<file path="src/rtl/stream_pattern_tx_if.sv">
// t_DATA_STREAM: NAP data-stream beat channel (data/addr/valid from the
// transmitter, ready from the receiver).
//   data  [DATA_W] beat payload
//   addr  [4]      NAP destination address
//   valid          beat presented
//   ready          receiver accepts the beat
// Modports: tx/master drive the beat, rx/slave consume it.
interface t_DATA_STREAM #(
  parameter int unsigned DATA_W = 8
);
  logic [DATA_W-1:0] data;
  logic [3:0]        addr;
  logic              valid;
  logic              ready;

  modport tx     (output data, output addr, output valid, input ready);
  modport rx     (input data, input addr, input valid, output ready);
  modport master (output data, output addr, output valid, input ready);
  modport slave  (input data, input addr, input valid, output ready);
endinterface

</file>
<file path="src/rtl/stream_pattern_tx.sv">
// stream_pattern_tx: periodic pattern generator for the NAP data stream.
// Emits one DATA_W-bit beat per programmable interval (walking-one,
// increment or fixed pattern) and rotates the destination round-robin over
// NUM_DEST consecutive NAP addresses starting at dest_base.
//   clk, resetn       clock, synchronous active-low reset
//   enable            run/stop (sampled in IDLE and at beat completion)
//   period            countdown cycles between beats
//   mode              0 walking-one, 1 increment, 2 fixed, 3 as 0
//   fixed_data        beat value in mode 2
//   dest_base         first destination address
//   beats_sent        completed handshakes (wrapping)
//   timeout_cnt       dropped beats (saturating, 0 when timeout disabled)
//   busy              state is not IDLE
//   nap               t_DATA_STREAM.tx beat channel
// Build option: define STREAM_TX_TIMEOUT_EN to drop a beat after
// TIMEOUT_CYC cycles of ready=0.
module stream_pattern_tx #(
  parameter int unsigned DATA_W      = 8,
  parameter int unsigned NUM_DEST    = 4,
  parameter int unsigned TIMEOUT_CYC = 1024
) (
  input  logic              clk,
  input  logic              resetn,
  input  logic              enable,
  input  logic [31:0]       period,
  input  logic [1:0]        mode,
  input  logic [DATA_W-1:0] fixed_data,
  input  logic [3:0]        dest_base,
  output logic [31:0]       beats_sent,
  output logic [15:0]       timeout_cnt,
  output logic              busy,
  t_DATA_STREAM.tx          nap
);

  localparam int unsigned IDX_W = 4;
  localparam int unsigned CNT_W = 32;
  localparam int unsigned TO_W  = 16;

  if (NUM_DEST < 1 || NUM_DEST > 16 || TIMEOUT_CYC < 1) begin : g_param_check
    $error("stream_pattern_tx: parameter out of range");
  end

  typedef enum logic [1:0] {
    ST_IDLE = 2'd0,
    ST_WAIT = 2'd1,
    ST_SEND = 2'd2
  } state_t;

  state_t              state_q,   state_d;
  logic [DATA_W-1:0]   pattern_q, pattern_d;
  logic [DATA_W-1:0]   data_q,    data_d;
  logic [3:0]          addr_q,    addr_d;
  logic                valid_q,   valid_d;
  logic [IDX_W-1:0]    dest_idx_q, dest_idx_d;
  logic [CNT_W-1:0]    count_q,   count_d;
  logic [CNT_W-1:0]    beats_q,   beats_d;
  logic                busy_q,    busy_d;
  logic [DATA_W-1:0]   next_pat;
  logic [DATA_W-1:0]   shifted;
  logic                beat_done;
`ifdef STREAM_TX_TIMEOUT_EN
  logic [CNT_W-1:0]    wait_q,    wait_d;
  logic [TO_W-1:0]     tocnt_q,   tocnt_d;
  logic                to_hit;
`endif

  assign nap.data    = data_q;
  assign nap.addr    = addr_q;
  assign nap.valid   = valid_q;
  assign beats_sent  = beats_q;
  assign busy        = busy_q;
`ifdef STREAM_TX_TIMEOUT_EN
  assign timeout_cnt = tocnt_q;
`else
  assign timeout_cnt = TO_W'(0);
`endif

  // State and output registers
  always_ff @(posedge clk) begin
    if (!resetn) begin
      state_q    <= ST_IDLE;
      pattern_q  <= '0;
      data_q     <= '0;
      addr_q     <= '0;
      valid_q    <= 1'b0;
      dest_idx_q <= '0;
      count_q    <= '0;
      beats_q    <= '0;
      busy_q     <= 1'b0;
`ifdef STREAM_TX_TIMEOUT_EN
      wait_q     <= '0;
      tocnt_q    <= '0;
`endif
    end else begin
      state_q    <= state_d;
      pattern_q  <= pattern_d;
      data_q     <= data_d;
      addr_q     <= addr_d;
      valid_q    <= valid_d;
      dest_idx_q <= dest_idx_d;
      count_q    <= count_d;
      beats_q    <= beats_d;
      busy_q     <= busy_d;
`ifdef STREAM_TX_TIMEOUT_EN
      wait_q     <= wait_d;
      tocnt_q    <= tocnt_d;
`endif
    end
  end

  // Next pattern; the register is shared so a mode change continues from it
  always_comb begin
    shifted  = pattern_q << 1;
    next_pat = pattern_q;
    case (mode)
      2'd1:    next_pat = pattern_q + DATA_W'(1);
      2'd2:    next_pat = fixed_data;
      default: next_pat = (shifted == '0) ? DATA_W'(1) : shifted;
    endcase
  end

  // Next-state and register updates
  always_comb begin
    state_d    = state_q;
    pattern_d  = pattern_q;
    data_d     = data_q;
    addr_d     = addr_q;
    valid_d    = valid_q;
    dest_idx_d = dest_idx_q;
    count_d    = count_q;
    beats_d    = beats_q;
    beat_done  = 1'b0;
`ifdef STREAM_TX_TIMEOUT_EN
    wait_d     = wait_q;
    tocnt_d    = tocnt_q;
    to_hit     = 1'b0;
`endif

    case (state_q)
      ST_IDLE: begin
        if (enable) begin
          count_d = '0;
          state_d = ST_WAIT;
        end
      end

      ST_WAIT: begin
        if (count_q != '0) begin
          count_d = count_q - CNT_W'(1);
        end else begin
          pattern_d = next_pat;
          data_d    = next_pat;
          addr_d    = dest_base + dest_idx_q;
          valid_d   = 1'b1;
          state_d   = ST_SEND;
`ifdef STREAM_TX_TIMEOUT_EN
          wait_d    = '0;
`endif
        end
      end

      ST_SEND: begin
        // A handshake on the timeout cycle wins over the timeout
        if (nap.ready) begin
          beat_done = 1'b1;
          beats_d   = beats_q + CNT_W'(1);
        end
`ifdef STREAM_TX_TIMEOUT_EN
        else if (wait_q == CNT_W'(TIMEOUT_CYC - 1)) begin
          to_hit    = 1'b1;
          beat_done = 1'b1;
          if (tocnt_q != {TO_W{1'b1}}) tocnt_d = tocnt_q + TO_W'(1);
        end else begin
          wait_d = wait_q + CNT_W'(1);
        end
`endif
        if (beat_done) begin
          valid_d    = 1'b0;
          dest_idx_d = (dest_idx_q == IDX_W'(NUM_DEST - 1)) ? '0
                                                            : dest_idx_q + IDX_W'(1);
          count_d    = period;
          state_d    = enable ? ST_WAIT : ST_IDLE;
        end
      end

      default: state_d = ST_IDLE;
    endcase

    busy_d = (state_d != ST_IDLE);
  end

endmodule

</file>
<file path="src/flat_wrapper.sv">
// flat-port wrapper written by rule: the top's interface ports become plain ports
module stream_pattern_tx_flat 
#(
  parameter int unsigned DATA_W      = 8,
  parameter int unsigned NUM_DEST    = 4,
  parameter int unsigned TIMEOUT_CYC = 1024
)
  (clk, resetn, enable, period, mode, fixed_data, dest_base, beats_sent, timeout_cnt, busy, nap_data, nap_addr, nap_valid, nap_ready);
  t_DATA_STREAM #(.DATA_W(DATA_W)) nap_i ();
  input  logic clk;
  input  logic resetn;
  input  logic enable;
  input  logic [31:0] period;
  input  logic [1:0] mode;
  input  logic [DATA_W-1:0] fixed_data;
  input  logic [3:0] dest_base;
  output logic [31:0] beats_sent;
  output logic [15:0] timeout_cnt;
  output logic busy;
  output wire logic [$bits(nap_i.data)-1:0] nap_data;
  output wire logic [$bits(nap_i.addr)-1:0] nap_addr;
  output wire logic [$bits(nap_i.valid)-1:0] nap_valid;
  input wire logic [$bits(nap_i.ready)-1:0] nap_ready;
  assign nap_data = nap_i.data;
  assign nap_addr = nap_i.addr;
  assign nap_valid = nap_i.valid;
  assign nap_i.ready = nap_ready;
  stream_pattern_tx #(.DATA_W(DATA_W), .NUM_DEST(NUM_DEST), .TIMEOUT_CYC(TIMEOUT_CYC)) u_core (.clk(clk), .resetn(resetn), .enable(enable), .period(period), .mode(mode), .fixed_data(fixed_data), .dest_base(dest_base), .beats_sent(beats_sent), .timeout_cnt(timeout_cnt), .busy(busy), .nap(nap_i));
endmodule
</file>
<file path="config.mk">
export PLATFORM = sky130hd
export DESIGN_NAME = stream_pattern_tx_flat
export DESIGN_NICKNAME = d
export VERILOG_FILES = /design/src/rtl/stream_pattern_tx_if.sv /design/src/rtl/stream_pattern_tx.sv /design/src/flat_wrapper.sv
export SDC_FILE = /design/constraint.sdc
export NUM_CORES = 1
export LEC_CHECK = 0
export ABC_AREA = 1
export BUFFER_PORTS_ARGS = -buffer_cell sky130_fd_sc_hd__clkbuf_2
export CAP_MARGIN = 15
export CORE_UTILIZATION = 30
export CTS_CLUSTER_DIAMETER = 120
export CTS_CLUSTER_SIZE = 8
export DETAILED_ROUTE_END_ITERATION = 10
export MAX_ROUTING_LAYER = met4
export PLACE_DENSITY = 0.47
export SETUP_SLACK_MARGIN = 0.2
export SLEW_MARGIN = 10
export SYNTH_ARGS = -nofsm -noshare
export SYNTH_HDL_FRONTEND = slang
export SYNTH_SLANG_ARGS = --single-unit
</file>
<file path="constraint.sdc">
create_clock -name clk -period 3.5 [get_ports clk]
set_input_delay 0.35 -clock clk [delete_from_list [all_inputs] [get_ports clk]]
set_output_delay 0.35 -clock clk [all_outputs]
set_load 0.02 [all_outputs]
</file>
==> impl_metrics.py <==
metrics = {
    "pwr": {
        "switchingPower_mw": 2.78,
        "seq_power_share": 0.231,
        "p_per_area_nw_per_um2": 832,
        "leakage_nw": 2.89,
        "vdd_drop_max_mv": 0.369,
        "power_mw": 5.53,
        "combPwrFrac": 0.575,
        "power_frac_clock": 0.194,
        "internal_power_mw": 2.75,
        "swShare": 0.502,
    },
    "critical_path": {
        "crit_type": "reg -> reg",
        "path_cells": "inv_1 -> ha_1 -> nand2_2 -> inv_2 -> nand2_2 -> nor2_4 -> nand2_1 -> nor2_2 -> inv_1 -> nor2_2 -> nand2_1 -> xor2_1 -> nor2_1",
        "worst_r2r_path_depth": 13,
        "worst_setup_path_start_kind": "flip-flop",
        "cp-end-kind": "flip-flop",
        "arrival_ns": 2.94,
        "crit_fanout": 20,
        "slowest_stage": "ha_1",
        "slowest_delay_ns": 0.49,
        "cp_data_required_time_ns": 3.74,
    },
    "timing": {
        "rsz0062_at_grt": "no",
        "slew_viol_final": 0,
        "fmax_mhz": 371,
        "worst_pin_slew_ns": 0.579,
        "fin_ws_ns": 0.802,
        "hold_ws_ns": 0.319,
        "final-setup-viol-count": 0,
        "fin_crit_sh": 0.771,
        "hold_violations": 0,
        "finClkSkew_ns": 0.0143,
        "relSlewSlack": 0.613,
        "final.setup.tns_ns": 0,
        "fin_crit_ns": 2.70,
    },
    "global_routing": {
        "antenna_found_initial": 0,
        "grt_pass1_wl_mm": 27.9,
        "grt_max_degree": 49,
        "overflow": 0,
        "track_usage": 0.184,
        "grt_pass1_vias": 5471,
    },
    "synth": {
        "ys_seq_area_frac": 0.294,
        "synth_edf_count": 0,
        "syn_area_per_cell_sq_um": 6.12,
        "synth_top_area_share": 0.294,
        "synth_top_area_cell": "dfxtp_1",
        "ys_seq_elements": 84,
        "syn-cell-area_sq_um": 5710,
        "synthDistinctLibCells": 40,
        "synth_flop_cell": "dfxtp_1",
        "syn_inst": 933,
        "yosysWarningCount": 0,
        "synthArstFlopShare": 0,
        "yosys-top-cells-area": "dfxtp_1 (29%), nand2_1 (20%), nor2_1 (7.6%)",
    },
    "clock_tree": {
        "cts_tree": "yes",
        "clock_path_buffers": 2,
        "postCtsHoldBufs": 0,
        "clkTransAtPathRegs_ns": 0.07,
        "cts_made_buffers": 9,
        "htreeDepth": 3,
        "worst_skew_pair.late_latency_ns": 0.35,
        "cts.repair.resized": 0,
        "cts_root_buf": "clkbuf_16",
        "post_cts_buffers": 0,
        "clkSinkCount": 84,
    },
    "hold_path": {
        "worstHoldPathType": "in -> reg",
        "worstHoldPathCells": 5,
    },
    "final_layout": {
        "fin_area_sq_um": 6650,
        "drive_above_1_share": 0.146,
        "nets": 1081,
        "diodes": 0,
        "fin_util": 0.355,
        "syn_to_final_growth_pct": 16.4,
        "fin_cells": 1255,
    },
    "detailed_routing": {
        "first_pass_iters": 8,
        "drt-initial-drc-count": 300,
        "antenna_left": 0,
        "vias_per_cell": 4.63,
        "remaining_drc_errors": 1,
        "drt_wl_total_mm": 17.0,
        "post_drt_wl_per_cell_um": 13.5,
        "via_count": 5808,
    },
    "floorplanning": {
        "start_util": 0.305,
        "fp-row-count": 50,
        "die_y_um": 140,
        "die_w_um": 140,
        "io_pins": 112,
        "core_area_sq_um": 18700,
        "die-area_sq_um": 19600,
    },
    "job": {
        "cap_viol_max_count": 0,
    },
    "status": {
        "failed_checks": "design-rule violations",
        "status": "finished with violations",
    },
    "place": {
        "dpl_cell_area_sq_um": 6320,
        "hpwl_mm": 12.9,
        "dp.cells": 1239,
        "gp_congestion": 0.852,
        "port_buffers": 95,
        "pre_cts_slack_ns": 0.752,
    },
}
[power by group through the flow]
stage	logic (mW)	clock network (mW)	registers, mW
2_1_floorplan	2.42	0	1.32
3_3_place_gp	3.18	0	1.30
3_5_place_dp	3.19	0	1.30
4_1_cts	3.21	1.12	1.27
5_1_grt	3.69	1.14	1.30
6_report	3.18	1.07	1.27
[area by class of cell]
cell class	count	area, sq um
fillers	2130	12100
multi-input cells	727	3470
flip-flops and latches	84	1680
repair buffers	100	526
inverters	94	353
well taps	234	293
clock buffers	10	229
clock inverters	6	93.8
[worst paths after layout]
check	startpoint	endpoint	slack, ns
worst max-delay path	u_core.state_q[0]	u_core.beats_sent[13]	0.80
worst min-delay path	period[6]	u_core.count_q[6]	0.32
worst max register to register	u_core.state_q[0]	u_core.beats_sent[13]	0.80
worst min register to register	u_core.count_q[0]	u_core.count_q[0]	0.48
[Yosys cell counts (9+ instances only)]
cell,number
buf_4,23
o21ai_0,41
dfxtp_1,84
inv_1,88
nand4_1,15
nor2_2,9
ha_1,14
nor3_1,16
nor2_1,115
nand2_1,305
a21oi_1,85
xor2_1,11
nand3_1,42
clkbuf_1,17
[cells by family (layout without fill, tap and decap cells)]
group / Yosys count / in the layout / share of synthesized area
XOR/XNOR: 19 / 19 / 0.0291
adder cells (fa/ha/maj): 15 / 15 / 0.0342
other: 1 / 16 / 0.000657
AND/OR/NAND/NOR: 528 / 528 / 0.394
AO/OA/AOI/OAI: 149 / 149 / 0.140
buffers and inverters: 137 / 210 / 0.108
flip-flops: 84 / 84 / 0.294
[critical path, delay by kind of cell (launching register included)]
family,cells,cell delay (ns)
DFF,1,0.34
xor gates and xnor gates,1,0.14
buffers and inverters,3,0.52
and+or+nand+nor,8,1.10
adders and majority gates,1,0.49
[routing by layer]
layer | track usage | vias to the layer above | share of wire
li1 | - | 3114 | -
met1 | 0.228 | 2579 | 0.47
met2 | 0.309 | 106 | 0.48
met3 | 0.0407 | 9 | 0.044
met4 | 0.0347 | 0 | 0.0070
met5 | - | - | 0
[state kept, by name, indices dropped and copies added (netlist names)]
register / count
u_core.beats_sent: 32
u_core.nap.addr: 4
u_core.pattern_q: 8
u_core.nap.valid: 1
u_core.dest_idx_q: 4
u_core.state_q: 2
u_core.count_q: 32
u_core.busy: 1
[cell usage in the layout (no fill, tap or decap), drive strengths merged, types with 3 or more instances in the layout]
| cell type | Yosys | final |
|---|---|---|
| nand2 | 312 | 312 |
| nor2 | 131 | 131 |
| clkbuf | 17 | 105 |
| inv | 93 | 97 |
| a21oi | 85 | 85 |
| dfxtp | 84 | 84 |
| nand3 | 46 | 46 |
| o21ai | 43 | 43 |
| nor3 | 16 | 16 |
| conb | 1 | 16 |
| nand4 | 15 | 15 |
| ha | 14 | 14 |
| xor2 | 11 | 11 |
| o21bai | 8 | 8 |
| xnor2 | 8 | 8 |
| buf | 26 | 5 |
| o211ai | 3 | 3 |
| a211oi | 3 | 3 |
No activity file was read; power rests on OpenSTA's default activity.
